[src/rtl/datapath_monitor_pkg.sv]
// datapath_monitor_pkg: shared FSM state, dump-kind and halt-cause encodings.
package datapath_monitor_pkg;
  typedef enum logic [2:0] {S_RUN, S_DRAIN_TRACE, S_DUMP_REG, S_DUMP_MEM, S_DONE} state_t;
  typedef enum logic [1:0] {KIND_TRACE = 2'd0, KIND_REG = 2'd1, KIND_MEM = 2'd2} kind_t;
  typedef enum logic [1:0] {CAUSE_NONE = 2'd0, CAUSE_ZERO_INST = 2'd1, CAUSE_TIMEOUT = 2'd2} cause_t;
endpackage

[src/rtl/monitor_trace_buf.sv]
// monitor_trace_buf: circular PC trace, read back oldest-first, sticky overflow flag.
module monitor_trace_buf #(
  parameter int DEPTH = 16
) (
  input  logic        clk,
  input  logic        reset,
  input  logic        wr_en,
  input  logic [31:0] wr_data,
  input  logic        rd_en,
  output logic [31:0] rd_data,
  output logic        nonempty,
  output logic        rd_last,
  output logic        ovf
);
  localparam int AW = $clog2(DEPTH);
  logic [31:0] ram [DEPTH];
  logic [AW-1:0] wr_ptr, rd_cnt;
  logic [AW:0] count;
  always_ff @(posedge clk)
    if (wr_en) ram[wr_ptr] <= wr_data;
  always_ff @(posedge clk or negedge reset)
    if (!reset) begin
      wr_ptr <= '0;
      rd_cnt <= '0;
      count <= '0;
      ovf <= 1'b0;
    end else begin
      if (wr_en) begin
        wr_ptr <= wr_ptr + AW'(1);
        count <= count == (AW+1)'(DEPTH) ? count : count + (AW+1)'(1);
        ovf <= ovf | (count == (AW+1)'(DEPTH));
      end
      if (rd_en) rd_cnt <= rd_cnt + AW'(1);
    end
  // oldest entry sits count slots behind the write pointer (wraps to wr_ptr when full)
  assign rd_data = ram[wr_ptr - count[AW-1:0] + rd_cnt];
  assign nonempty = count != '0;
  assign rd_last = {1'b0, rd_cnt} == count - (AW+1)'(1);
endmodule

[src/rtl/datapath_run_monitor.sv]
// datapath_run_monitor: halts a datapath run, then streams PC trace, registers and a memory window.
// Optional PC trace buffer enabled by RUN_MONITOR_TRACE_EN.
module datapath_run_monitor
  import datapath_monitor_pkg::*;
#(
  parameter int          TRACE_DEPTH    = 16,
  parameter int          TIMEOUT_CYCLES = 64,
  parameter int          NUM_REGS       = 32,
  parameter logic [31:0] MEM_BASE       = 32'h4000,
  parameter int          MEM_WORDS      = 4
) (
  input  logic        clk,
  input  logic        reset,
  input  logic [29:0] pc_q,
  input  logic [31:0] inst,
  input  logic        inst_valid,
  output logic [4:0]  rf_raddr,
  input  logic [31:0] rf_rdata,
  output logic [31:0] mem_raddr,
  input  logic [31:0] mem_rdata,
  output logic        dump_valid,
  input  logic        dump_ready,
  output logic [31:0] dump_data,
  output logic [1:0]  dump_kind,
  output logic        done,
  output logic [1:0]  halt_cause,
  output logic        trace_ovf
);
  state_t state;
  logic [20:0] cnt;
  logic [31:0] tr_data;
  logic tr_last, has_trace;
  logic accept, zero_hit, to_hit;
  assign accept = dump_valid && dump_ready;
  assign zero_hit = inst_valid && inst == 32'd0;
  assign to_hit = cnt == 21'(TIMEOUT_CYCLES - 1);
`ifdef RUN_MONITOR_TRACE_EN
  logic tr_nonempty;
  monitor_trace_buf #(.DEPTH(TRACE_DEPTH)) u_trace (
    .clk      (clk),
    .reset    (reset),
    .wr_en    (state == S_RUN && inst_valid),
    .wr_data  ({pc_q, 2'b00}),
    .rd_en    (state == S_DRAIN_TRACE && accept),
    .rd_data  (tr_data),
    .nonempty (tr_nonempty),
    .rd_last  (tr_last),
    .ovf      (trace_ovf)
  );
  // the halting cycle's own capture lands on the same edge as the transition
  assign has_trace = tr_nonempty || inst_valid;
`else
  logic unused_cfg;
  assign unused_cfg = ^pc_q ^ (TRACE_DEPTH != 0);
  assign tr_data = '0;
  assign tr_last = 1'b0;
  assign has_trace = 1'b0;
  assign trace_ovf = 1'b0;
`endif
  always_comb
    dump_data = state == S_DUMP_REG ? rf_rdata :
                state == S_DUMP_MEM ? mem_rdata :
                state == S_DRAIN_TRACE ? tr_data : '0;
  always_ff @(posedge clk or negedge reset)
    if (!reset) begin
      state <= S_RUN;
      cnt <= '0;
      halt_cause <= CAUSE_NONE;
      done <= 1'b0;
      dump_valid <= 1'b0;
      rf_raddr <= '0;
      mem_raddr <= MEM_BASE;
      dump_kind <= KIND_TRACE;
    end else
      case (state)
        S_RUN: begin
          cnt <= cnt + 21'd1;
          if (zero_hit || to_hit) begin
            halt_cause <= zero_hit ? CAUSE_ZERO_INST : CAUSE_TIMEOUT;
            dump_valid <= 1'b1;
            state <= has_trace ? S_DRAIN_TRACE : S_DUMP_REG;
            dump_kind <= has_trace ? KIND_TRACE : KIND_REG;
          end
        end
        S_DRAIN_TRACE:
          if (accept && tr_last) begin
            state <= S_DUMP_REG;
            dump_kind <= KIND_REG;
          end
        S_DUMP_REG:
          if (accept) begin
            if (rf_raddr == 5'(NUM_REGS - 1)) begin
              state <= S_DUMP_MEM;
              dump_kind <= KIND_MEM;
            end else rf_raddr <= rf_raddr + 5'd1;
          end
        S_DUMP_MEM:
          if (accept) begin
            if (mem_raddr == MEM_BASE + 32'(MEM_WORDS - 1)) begin
              state <= S_DONE;
              dump_valid <= 1'b0;
              done <= 1'b1;
            end else mem_raddr <= mem_raddr + 32'd1;
          end
        default: ;
      endcase
endmodule

[config.mk]
export PLATFORM = sky130hd
export DESIGN_NAME = datapath_run_monitor
export DESIGN_NICKNAME = d
export VERILOG_FILES = /design/src/rtl/datapath_monitor_pkg.sv /design/src/rtl/monitor_trace_buf.sv /design/src/rtl/datapath_run_monitor.sv
export SDC_FILE = /design/constraint.sdc
export NUM_CORES = 1
export LEC_CHECK = 0
export ABC_AREA = 1
export CAP_MARGIN = 20
export CORE_UTILIZATION = 35
export CTS_CLUSTER_DIAMETER = 30
export DETAILED_ROUTE_END_ITERATION = 8
export PLACE_DENSITY = 0.8
export RECOVER_POWER = 50
export SYNTH_ARGS = -nofsm -noshare
export SYNTH_HDL_FRONTEND = slang
export SYNTH_HIERARCHICAL = 1
export SYNTH_SLANG_ARGS = --single-unit
[constraint.sdc]
create_clock -name clk -period 4 [get_ports clk]
set_input_delay 0.8 -clock clk [delete_from_list [all_inputs] [get_ports clk]]
set_output_delay 0.8 -clock clk [all_outputs]
set_load 0.005 [all_outputs]
==> results.txt, run 1 <==
clk buf depth - 2
total core area - 12160 sq um
final net count - 907
reg2reg path depth - 11
final hold violations - 0
Num CTS Buffers - 9
Max Slew Vio Count - 0
number of flops mapped to enable cells by yosys - 0
P&R area growth vs syn - 46.27%
post-route cell area - 6479 sq um
internal power - 0.001186 W
postcts setup bufs - 0
PwrDens - 232.6 nW/um^2
Post-Syn Nets - 730
GPL Wtd Cong - 0.8947
Top-Level Pins - 206
leak pwr - 2.873 nW
CP Buf/Inv Count - 2
Antenna Cells - 0
fin crit share - 79.46%
DRC viols - 0
number of core rows - 40
Combinational Power Share - 8.7%
Slowest cell on crit path - nor2_4
Netlist cell types - 33
die span in y - 114.5 um
Psw - 0.0003209 W
RSZ-0062 raised after global routing - false
Seq/Total Area, Yosys - 37.88%
number of global-route vias before repair - 4005
Crit Path Class - reg -> out
total of warnings raised by yosys - 6
Mapped Cells - 596
Crit path required time - 3200 ps
Worst Setup Slack, final - 821.4 ps
hold crit path type - reg -> reg
H-Tree Depth - 3
CP top delay family - simple AND/OR/NAND/NOR gates
crit path launch type - register
Antenna Nets Post-Route - 0
Post-synth ARST share - 100.0%
Root Driver - clkbuf_16
Worst Path Max Fanout - 36
total gr overflow - 0
Max VDD drop - 0.0001990 V
post-detail-place hpwl - 9683 um
Switching Fraction - 21.29%
Hold Path Cell Cnt - 2
drt wl/cell - 12.91 um
initial antenna violation count - 0
maximum clock rate - 0.3146 GHz
Slew headroom - 13.80%
Reg area - 1678 sq um
CTS resizes - 0
endpoints failing setup - 0
syn_area_per_cell - 7.432 sq um
synthesized flop and latch total - 67
drt initial violations - 227
Via-to-Cell Ratio - 4.719
fin crit period - 3179 ps
crit-path cells - inv_1 -> nand2_1 -> nor2_4 -> a22o_1 -> clkdlybuf4s50_1
Post-Place Setup Slack - 1148 ps
total of max-cap violations - 0
Post-CTS Hold Fix Bufs - 0
Clock Skews - 7.057 ps
commonest non-fill, non-tap cell in the layout - clkdlybuf4s50_1
WL final - 12210 um
Clk pwr share - 46.3%
Clock transition at path regs - 50 ps
CTS tree - yes
Die X - 114.5 um
CTS sink cnt - 67
layout cells sized above 1 - 2.828%
PortBufs - 174
Least-Margin Pin Slew - 1293 ps
prevailing post-synth register cell - dfrtp_1
area occupied by multi-input gates - 2287 sq um
dpl cell area - 6326 sq um
worst stage delay on the critical path - 620 ps
first-pass GRT wire length - 19250 um
Mapped Area - 4429 sq um
Initial Utilization - 36.42%
Clk Latency, worst-skew pair - 340 ps
Pre-antenna DRT Iters - 5
Sequential Power Share - 45.0%
Die Area - 13110 sq um
largest net degree at the start of global routing - 44
most frequent cells in the layout - clkdlybuf4s50_1, nand2_1, nor2_1
critical path depth - 5
fill cell count - 1154
CP Capture Type - primary output
GRT Total Usage - 18.81%
sum of negative setup slack - 0 ps
Arr. time, crit path - 2380 ps
total vias in the final route - 4464
Hold Worst Slack - 482.4 ps
status - finished, final reports clean
==> synthesized netlist by cell type (2+ instances only) <==
library cell,count,area (sq um)
nand2_4,2,22.52
o21ai_0,4,20.02
nor3_2,2,20.02
nor2_4,9,101.4
inv_2,5,18.77
ha_1,4,50.05
buf_4,2,15.01
nand4_1,27,168.9
a22o_1,32,280.3
inv_1,73,274.0
a21oi_1,2,10.01
nand2_2,3,18.77
nor2_1,77,289.0
nand2_1,165,619.3
nor2_2,3,18.77
dfrtp_1,66,1652
buf_2,4,20.02
buf_6,2,22.52
xnor2_1,8,70.07
nor4_1,3,18.77
xor2_1,44,385.4
nand3_1,21,105.1
o21ai_1,7,35.03
clkbuf_1,2,7.510
nor3_1,21,105.1
==> sequential cells by signal, summed over array words and instances (netlist names) <==
register and count:
done 1, dump_valid 1, rf_raddr 5, halt_cause 2, cnt 21, mem_raddr 32
dump_kind 2, state 3
==> final cells by class <==
type                            count  share of cell area [%]
Multi-Input combinational cell    439                   35.30
Inverter                           80                   4.674
Clock inverter                      1                 0.07725
Clock buffer                       15                   3.824
Tap cell                          168                   3.245
Sequential cell                    67                   25.90
Timing Repair Buffer              176                   26.98
==> worst paths after layout <==
check,start,to,slack [ps]
hold / removal,dump_kind[0],dump_kind[0],480
setup reg to reg,state[0],cnt[19],1570
max in group asynchronous,reset,rf_raddr[1],1590
setup / recovery,state[0],dump_data[0],820
min in group asynchronous,reset,mem_raddr[18],730
hold reg to reg,dump_kind[0],dump_kind[0],480
==> through the flow <==
step	util (%)	total power (W)	instances
2_1_floorplan	-	0.0007057	596
6_report	53.27	0.001507	946
5_1_grt	53.27	0.001562	946
4_1_cts	54.09	0.001522	946
3_5_place_dp	52.02	0.0008220	930
3_3_place_gp	52.02	0.0008205	930
==> cell families (layout without fill, tap and decap cells) <==
logic type | count (synthesis) | in the layout | synth area share (%)
compound gates | 46 | 46 | 7.966
xor+xnor | 52 | 52 | 10.28
fa+ha+maj | 4 | 4 | 1.130
flops | 67 | 67 | 37.88
simple gates | 336 | 336 | 34.35
buf+inv | 90 | 272 | 8.305
other cells | 1 | 1 | 0.08466
==> routing by layer <==
layer	share of wire, %	vias up	global-route usage (%)
met1	47	2077	25.88
met4	1.1	0	4.675
met3	4.5	14	4.870
met5	0	-	0
li1	-	2272	-
met2	47	101	29.41
==> tightest hold or removal path, stage by stage (launching register included) <==
cell	delay [ps]
dfrtp_1	340
nand2_1	50
o21ai_0	60
==> power groups by stage <==
stage | clock network [W] | logic (W) | registers (W)
global route | 0.000743 | 0.000141 | 0.000678
CTS | 0.000711 | 0.000133 | 0.000678
global placement | 0 | 0.000130 | 0.000690
finish | 0.000698 | 0.000130 | 0.000679
floorplan | 0 | 0.0000154 | 0.000690
detailed placement | 0 | 0.000132 | 0.000690
Note: power is estimated with default switching activity, not from simulation.
==> run 2: changes to the inputs <==
==> constraint.sdc (replaced) <==
create_clock -name clk -period 3.3 [get_ports clk]
set_input_delay 0.66 -clock clk [delete_from_list [all_inputs] [get_ports clk]]
set_output_delay 0.66 -clock clk [all_outputs]
set_load 0.005 [all_outputs]
==> results.txt, run 2 (synthesized netlist as in run 1, its figures left out) <==
Post-CTS Hold Fix Bufs - 0 (unchanged)
terminus of the critical flop-to-flop path - cnt[17]
Die X - 114.5 um (unchanged)
Slowest cell on crit path - clkdlybuf4s50_1
clk buf depth - 2 (unchanged)
worst stage delay on the critical path - 510 ps (-110 ps)
CP Capture Type - primary output
Max VDD drop - 0.0002776 V (+40%)
Clock transition at path regs - 50 ps (about the same)
Clk Latency, worst-skew pair - 330 ps (about the same)
final hold violations - 0 (unchanged)
Antenna Cells - 0 (unchanged)
leak pwr - 2.923 nW (+1.7%)
CTS tree - yes
initial antenna violation count - 0 (unchanged)
Tot Pwr - 0.001984 W (+32%)
fin crit share - 85.32%
number of core rows - 40 (unchanged)
Die Area - 13110 sq um (unchanged)
status - finished, final reports clean
drt wl/cell - 13.31 um (+3.1%)
hold crit path type - reg -> reg
Num CTS Buffers - 9 (unchanged)
total core area - 12160 sq um (unchanged)
sum of negative setup slack - 0 ps (unchanged)
largest net degree at the start of global routing - 37 (-16%)
CTS resizes - 0 (unchanged)
Antenna Nets Post-Route - 0 (unchanged)
final net count - 909 (+0.22%)
WL final - 12620 um (+3.3%)
RSZ-0062 raised after global routing - false
Initial Utilization - 36.42% (unchanged)
global routing usage on met3 - 4.870% (unchanged)
reg2reg path depth - 11 (unchanged)
PwrDens - 302.9 nW/um^2 (+30%)
Max Slew Vio Count - 0 (unchanged)
final std cells w/o fill - 948 (+0.21%)
GPL Wtd Cong - 0.9220 (+3.1%)
die span in y - 114.5 um (unchanged)
Crit Path Class - reg -> out
most frequent cells in the layout - nand2_1, clkdlybuf4s50_1, nor2_1
hold_sp - halt_cause[1]
grt peak-use layer - met2
commonest non-fill, non-tap cell in the layout - nand2_1
Reg area - 1678 sq um (unchanged)
layout cells sized above 1 - 3.333% (+0.51 points)
grt met2 use - 32.77% (+3.4 points)
top flop regs - mem_raddr: 32 flops, cnt: 21 flops, rf_raddr: 5 flops
Crit path required time - 2640 ps (-560 ps)
Biggest register - mem_raddr
endpoints failing setup - 0 (unchanged)
maximum clock rate - 0.3552 GHz
fill cell count - 1130 (-2.1%)
Slew headroom - 11.59% (-2.2 points)
total vias in the final route - 4427 (-0.83%)
DRC viols - 0 (unchanged)
Clock Skews - 7.724 ps (+0.6672 ps)
Top-Level Pins - 206 (unchanged)
CTS sink cnt - 67 (unchanged)
Post-Place Setup Slack - 722.3 ps (-425.7 ps)
postcts setup bufs - 0 (unchanged)
worst reg-to-reg setup slack - 810 ps (-760 ps)
P&R area growth vs syn - 47.91%
post-detail-place hpwl - 9884 um (+2.1%)
Worst Setup Slack, final - 484.5 ps (-336.9 ps)
GRT Total Usage - 19.46% (+0.65 points)
number of global-route vias before repair - 4181 (+4.4%)
Via-to-Cell Ratio - 4.670 (-1.0%)
Root Driver - clkbuf_16
total gr overflow - 0 (unchanged)
Arr. time, crit path - 2160 ps (-220 ps)
Pre-antenna DRT Iters - 4 (-1)
first-pass GRT wire length - 20020 um (+4.0%)
area occupied by multi-input gates - 2285 sq um (-0.11%)
drt initial violations - 223 (-1.8%)
dpl cells - 932 (+0.22%)
Worst Path Max Fanout - 34 (-5.6%)
CP top delay family - buffers and inverters
CP Buf/Inv Count - 4 (+2)
H-Tree Depth - 3 (unchanged)
Hold Path Cell Cnt - 2 (unchanged)
fin crit period - 2815 ps
crit-path cells - inv_2 -> nor2_2 -> nand2_2 -> clkinv_1 -> buf_4 -> a22o_1 -> clkdlybuf4s50_1
met1 Usage GRT - 25.51% (-0.38 points)
Critical R2R Launch - state[0]
Least-Margin Pin Slew - 1326 ps (+33.20 ps)
total of max-cap violations - 0 (unchanged)
crit path launch type - register
PortBufs - 174 (unchanged)
hold-critical path endpoint - halt_cause[1]
max reg flops - 32 (unchanged)
-- run 2: per-layer routing --
layer	share of wire, %	wire length (um)	up-vias
met2	49	6127	114
met3	5.2	659	12
li1	-	-	2263
met4	0.77	97	0
met1	45	5732	2038
met5	0	0	-
-- run 2: stage by stage --
| step | hold slack (ps) | area [sq um] | utilization (%) |
|---|---|---|---|
| after global routing | 515.7 | 6551 | 53.87 |
| after detailed placement | 472.7 | 6341 | 52.14 |
| after CTS | 298.6 | 6659 | 54.75 |
| final | 480.7 | 6551 | 53.87 |
| after floorplan | 364.4 | 4429 | - |
| after global placement | 457.3 | 6341 | 52.14 |
-- run 2: area by class of cell --
type / instances / area share (%)
clock inverter: 1 / 0.4584
clock buffer: 15 / 4.393
tap: 168 / 3.209
multi-input combinational: 439 / 34.87
inverter: 80 / 4.622
sequential: 67 / 25.61
timing repair buffer: 178 / 26.83
-- run 2: worst max path at each step --
| stage | start | to | slack, ps | cells after the start |
|---|---|---|---|---|
| after global placement | state[1] | dump_data[0] | 730 | 7 |
| final | state[1] | dump_data[0] | 480 | 7 |
| after detailed placement | state[1] | dump_data[0] | 720 | 7 |
| after global routing | state[0] | dump_data[0] | 380 | 6 |
| after CTS | state[1] | dump_data[0] | 360 | 7 |
| after floorplan | state[1] | dump_data[10] | 1420 | 6 |
-- run 2: where the power goes --
group	leakage, nW	switching [W]	internal, W
sequential	0.865	0	0.000822
combinational	1.90	0.0000515	0.000107
clock	0.156	0.000336	0.000668
total	2.92	0.000387	0.00160
-- run 2: worst reg2reg max path, cell delays in order (launching register included) --
cell and delay, ps:
dfrtp_1 410, inv_1 70, nand2_1 110, nor2_1 490
inv_1 170, nor2_1 210, nand2_1 130, nor2_1 170
nand2_1 160, nor2_1 210, nand2_1 90, xor2_1 140
==> run 3: changes to the inputs <==
--- a/config.mk
+++ b/config.mk
@@ -6,10 +6,13 @@
 export NUM_CORES = 1
 export LEC_CHECK = 0
 export ABC_AREA = 1
+export ABC_CLOCK_PERIOD_IN_PS = 3300
 export CAP_MARGIN = 20
+export CORE_ASPECT_RATIO = 0.75
 export CORE_UTILIZATION = 35
 export CTS_CLUSTER_DIAMETER = 30
 export DETAILED_ROUTE_END_ITERATION = 8
+export GPL_ROUTABILITY_DRIVEN = 0
 export PLACE_DENSITY = 0.8
 export RECOVER_POWER = 50
 export SYNTH_ARGS = -nofsm -noshare
==> results.txt, run 3 (synthesized netlist as in run 1, its figures left out) <==
die span in y - 99.43 um (-13%)
WL final - 12710 um (+0.72%)
Clk Latency, worst-skew pair - 330 ps (about the same)
largest net degree at the start of global routing - 68 (+84%)
H-Tree Depth - 3 (unchanged)
post-route cell area - 6509 sq um (-0.65%)
terminus of the critical flop-to-flop path - cnt[17]
drt initial violations - 321 (+44%)
Max VDD drop - 0.0002228 V (-20%)
number of core rows - 35 (-13%)
Clock Skews - 4.755 ps (-2.969 ps)
CTS tree - yes
area occupied by multi-input gates - 2287 sq um (+0.11%)
total gr overflow - 0 (unchanged)
total vias in the final route - 4474 (+1.1%)
Pre-antenna DRT Iters - 5 (+1)
Sequential Power Share - 43.4% (+2.0 points)
clk buf depth - 2 (unchanged)
status - finished, violations left
final hold violations - 0 (unchanged)
Worst Path Max Fanout - 36 (+5.9%)
endpoints failing setup - 0 (unchanged)
GRT Total Usage - 19.87% (+0.41 points)
post-detail-place hpwl - 9746 um (-1.4%)
top flop regs - mem_raddr: 32 flops, cnt: 21 flops, rf_raddr: 5 flops
failing checks - max-capacitance violations, max-slew violations
Post-CTS Hold Fix Bufs - 0 (unchanged)
Combinational Power Share - 8.3% (+0.3 points)
Max Slew Vio Count - 68 (+68)
hold crit path type - reg -> reg
Initial Utilization - 35.99% (-0.43 points)
Slew headroom - -9.946% (-22 points)
fin crit period - 2813 ps (-2.075 ps)
CTS resizes - 0 (unchanged)
Reg area - 1678 sq um (unchanged)
grt met2 use - 30.08% (-2.7 points)
Setup crit end - dump_data[31]
critical path startpoint - state[2]
Crit path required time - 2640 ps (about the same)
global routing usage on met3 - 5.352% (+0.48 points)
reg2reg path depth - 11 (unchanged)
Arr. time, crit path - 2150 ps (about the same)
crit path launch type - register
grt peak-use layer - met2
PwrDens - 291.3 nW/um^2 (-3.8%)
maximum clock rate - 0.3554 GHz (about the same)
most frequent cells in the layout - nand2_1, clkdlybuf4s50_1, nor2_1
P&R area growth vs syn - 46.95%
initial antenna violation count - 0 (unchanged)
Die X - 131.9 um (+15%)
DRC viols - 0 (unchanged)
internal power - 0.001508 W (-5.6%)
max reg flops - 32 (unchanged)
Critical R2R Launch - state[2]
leak pwr - 2.907 nW (-0.55%)
CTS sink cnt - 67 (unchanged)
layout cells sized above 1 - 3.342% (+0.0086 points)
fin crit share - 85.26% (about the same)
sum of negative setup slack - 0 ps (unchanged)
Least-Margin Pin Slew - 1649 ps (+323.1 ps)
Switching Fraction - 20.45% (+0.95 points)
drt wl/cell - 13.46 um (+1.1%)
Antenna Nets Post-Route - 0 (unchanged)
first-pass GRT wire length - 20790 um (+3.9%)
Psw - 0.0003878 W (+0.19%)
postcts setup bufs - 0 (unchanged)
dpl cell area - 6331 sq um (-0.16%)
Num CTS Buffers - 9 (unchanged)
PortBufs - 174 (unchanged)
Clock transition at path regs - 50 ps (about the same)
Crit Path Class - reg -> out
worst reg-to-reg setup slack - 770 ps (-40 ps)
total core area - 12310 sq um (+1.2%)
number of global-route vias before repair - 4237 (+1.3%)
Antenna Cells - 0 (unchanged)
Biggest register - mem_raddr
CP Capture Type - primary output
Clk pwr share - 48.3% (-2.3 points)
final net count - 908 (-0.11%)
Top-Level Pins - 206 (unchanged)
met1 Usage GRT - 28.10% (+2.6 points)
total of max-cap violations - 1 (+1)
Hold Path Cell Cnt - 1 (-1)
Die Area - 13110 sq um (about the same)
fill cell count - 1185 (+4.9%)
RSZ-0062 raised after global routing - false
Root Driver - clkbuf_16
Via-to-Cell Ratio - 4.739 (+1.5%)
## run 3: stage by stage
step | total power, W | util, % | std cells | worst slack (ps) | hold WS, ps
finish | 0.001896 | 52.89 | 944 | 486.6 | 483.9
global route | 0.001963 | 52.89 | 944 | 382.8 | 513.7
global placement | 0.0009933 | 51.45 | 929 | 734.5 | 454.5
detailed placement | 0.0009954 | 51.45 | 929 | 725.1 | 468.1
CTS | 0.001919 | 53.70 | 944 | 361.8 | 488.7
floorplan | 0.0008554 | - | 596 | 1424 | 364.4
## run 3: power groups by stage
| stage | sequential (W) | combinational, W | clock, W |
|---|---|---|---|
| 5_1_grt | 0.000822 | 0.000172 | 0.000969 |
| 2_1_floorplan | 0.000837 | 0.0000186 | 0 |
| 3_5_place_dp | 0.000837 | 0.000159 | 0 |
| 3_3_place_gp | 0.000837 | 0.000157 | 0 |
| 6_report | 0.000823 | 0.000158 | 0.000915 |
| 4_1_cts | 0.000822 | 0.000160 | 0.000937 |
## run 3: final cells by class
type	count	share of cell area (%)
clock buffer	12	3.633
clock inverter	3	0.6151
inverter	80	4.652
multi-input combinational	439	35.14
sequential	67	25.78
tap	166	3.191
timing repair buffer	177	26.99
## run 3: how the worst min path moves through the flow
stage | startpoint | endpoint | slack [ps]
2_1_floorplan | reset | cnt[0] | 360
3_3_place_gp | halt_cause[0] | halt_cause[0] | 450
3_5_place_dp | halt_cause[1] | halt_cause[1] | 470
4_1_cts | halt_cause[0] | halt_cause[0] | 490
5_1_grt | done | done | 510
6_report | done | done | 480
## run 3: worst max-delay path, stage by stage (launching register included)
cell and delay, ps:
dfrtp_1 410, inv_2 70, nand2_1 110, nor2_4 100, buf_4 340, a22o_1 250, clkdlybuf4s50_1 520
## run 3: metal layers
metal | wire length, um | vias to the layer above | part of all wire, %
met1 | 6097 | 2046 | 48
met3 | 828 | 13 | 6.5
met5 | 0 | - | 0
met4 | 127 | 0 | 1.0
met2 | 5654 | 150 | 44
li1 | - | 2265 | -
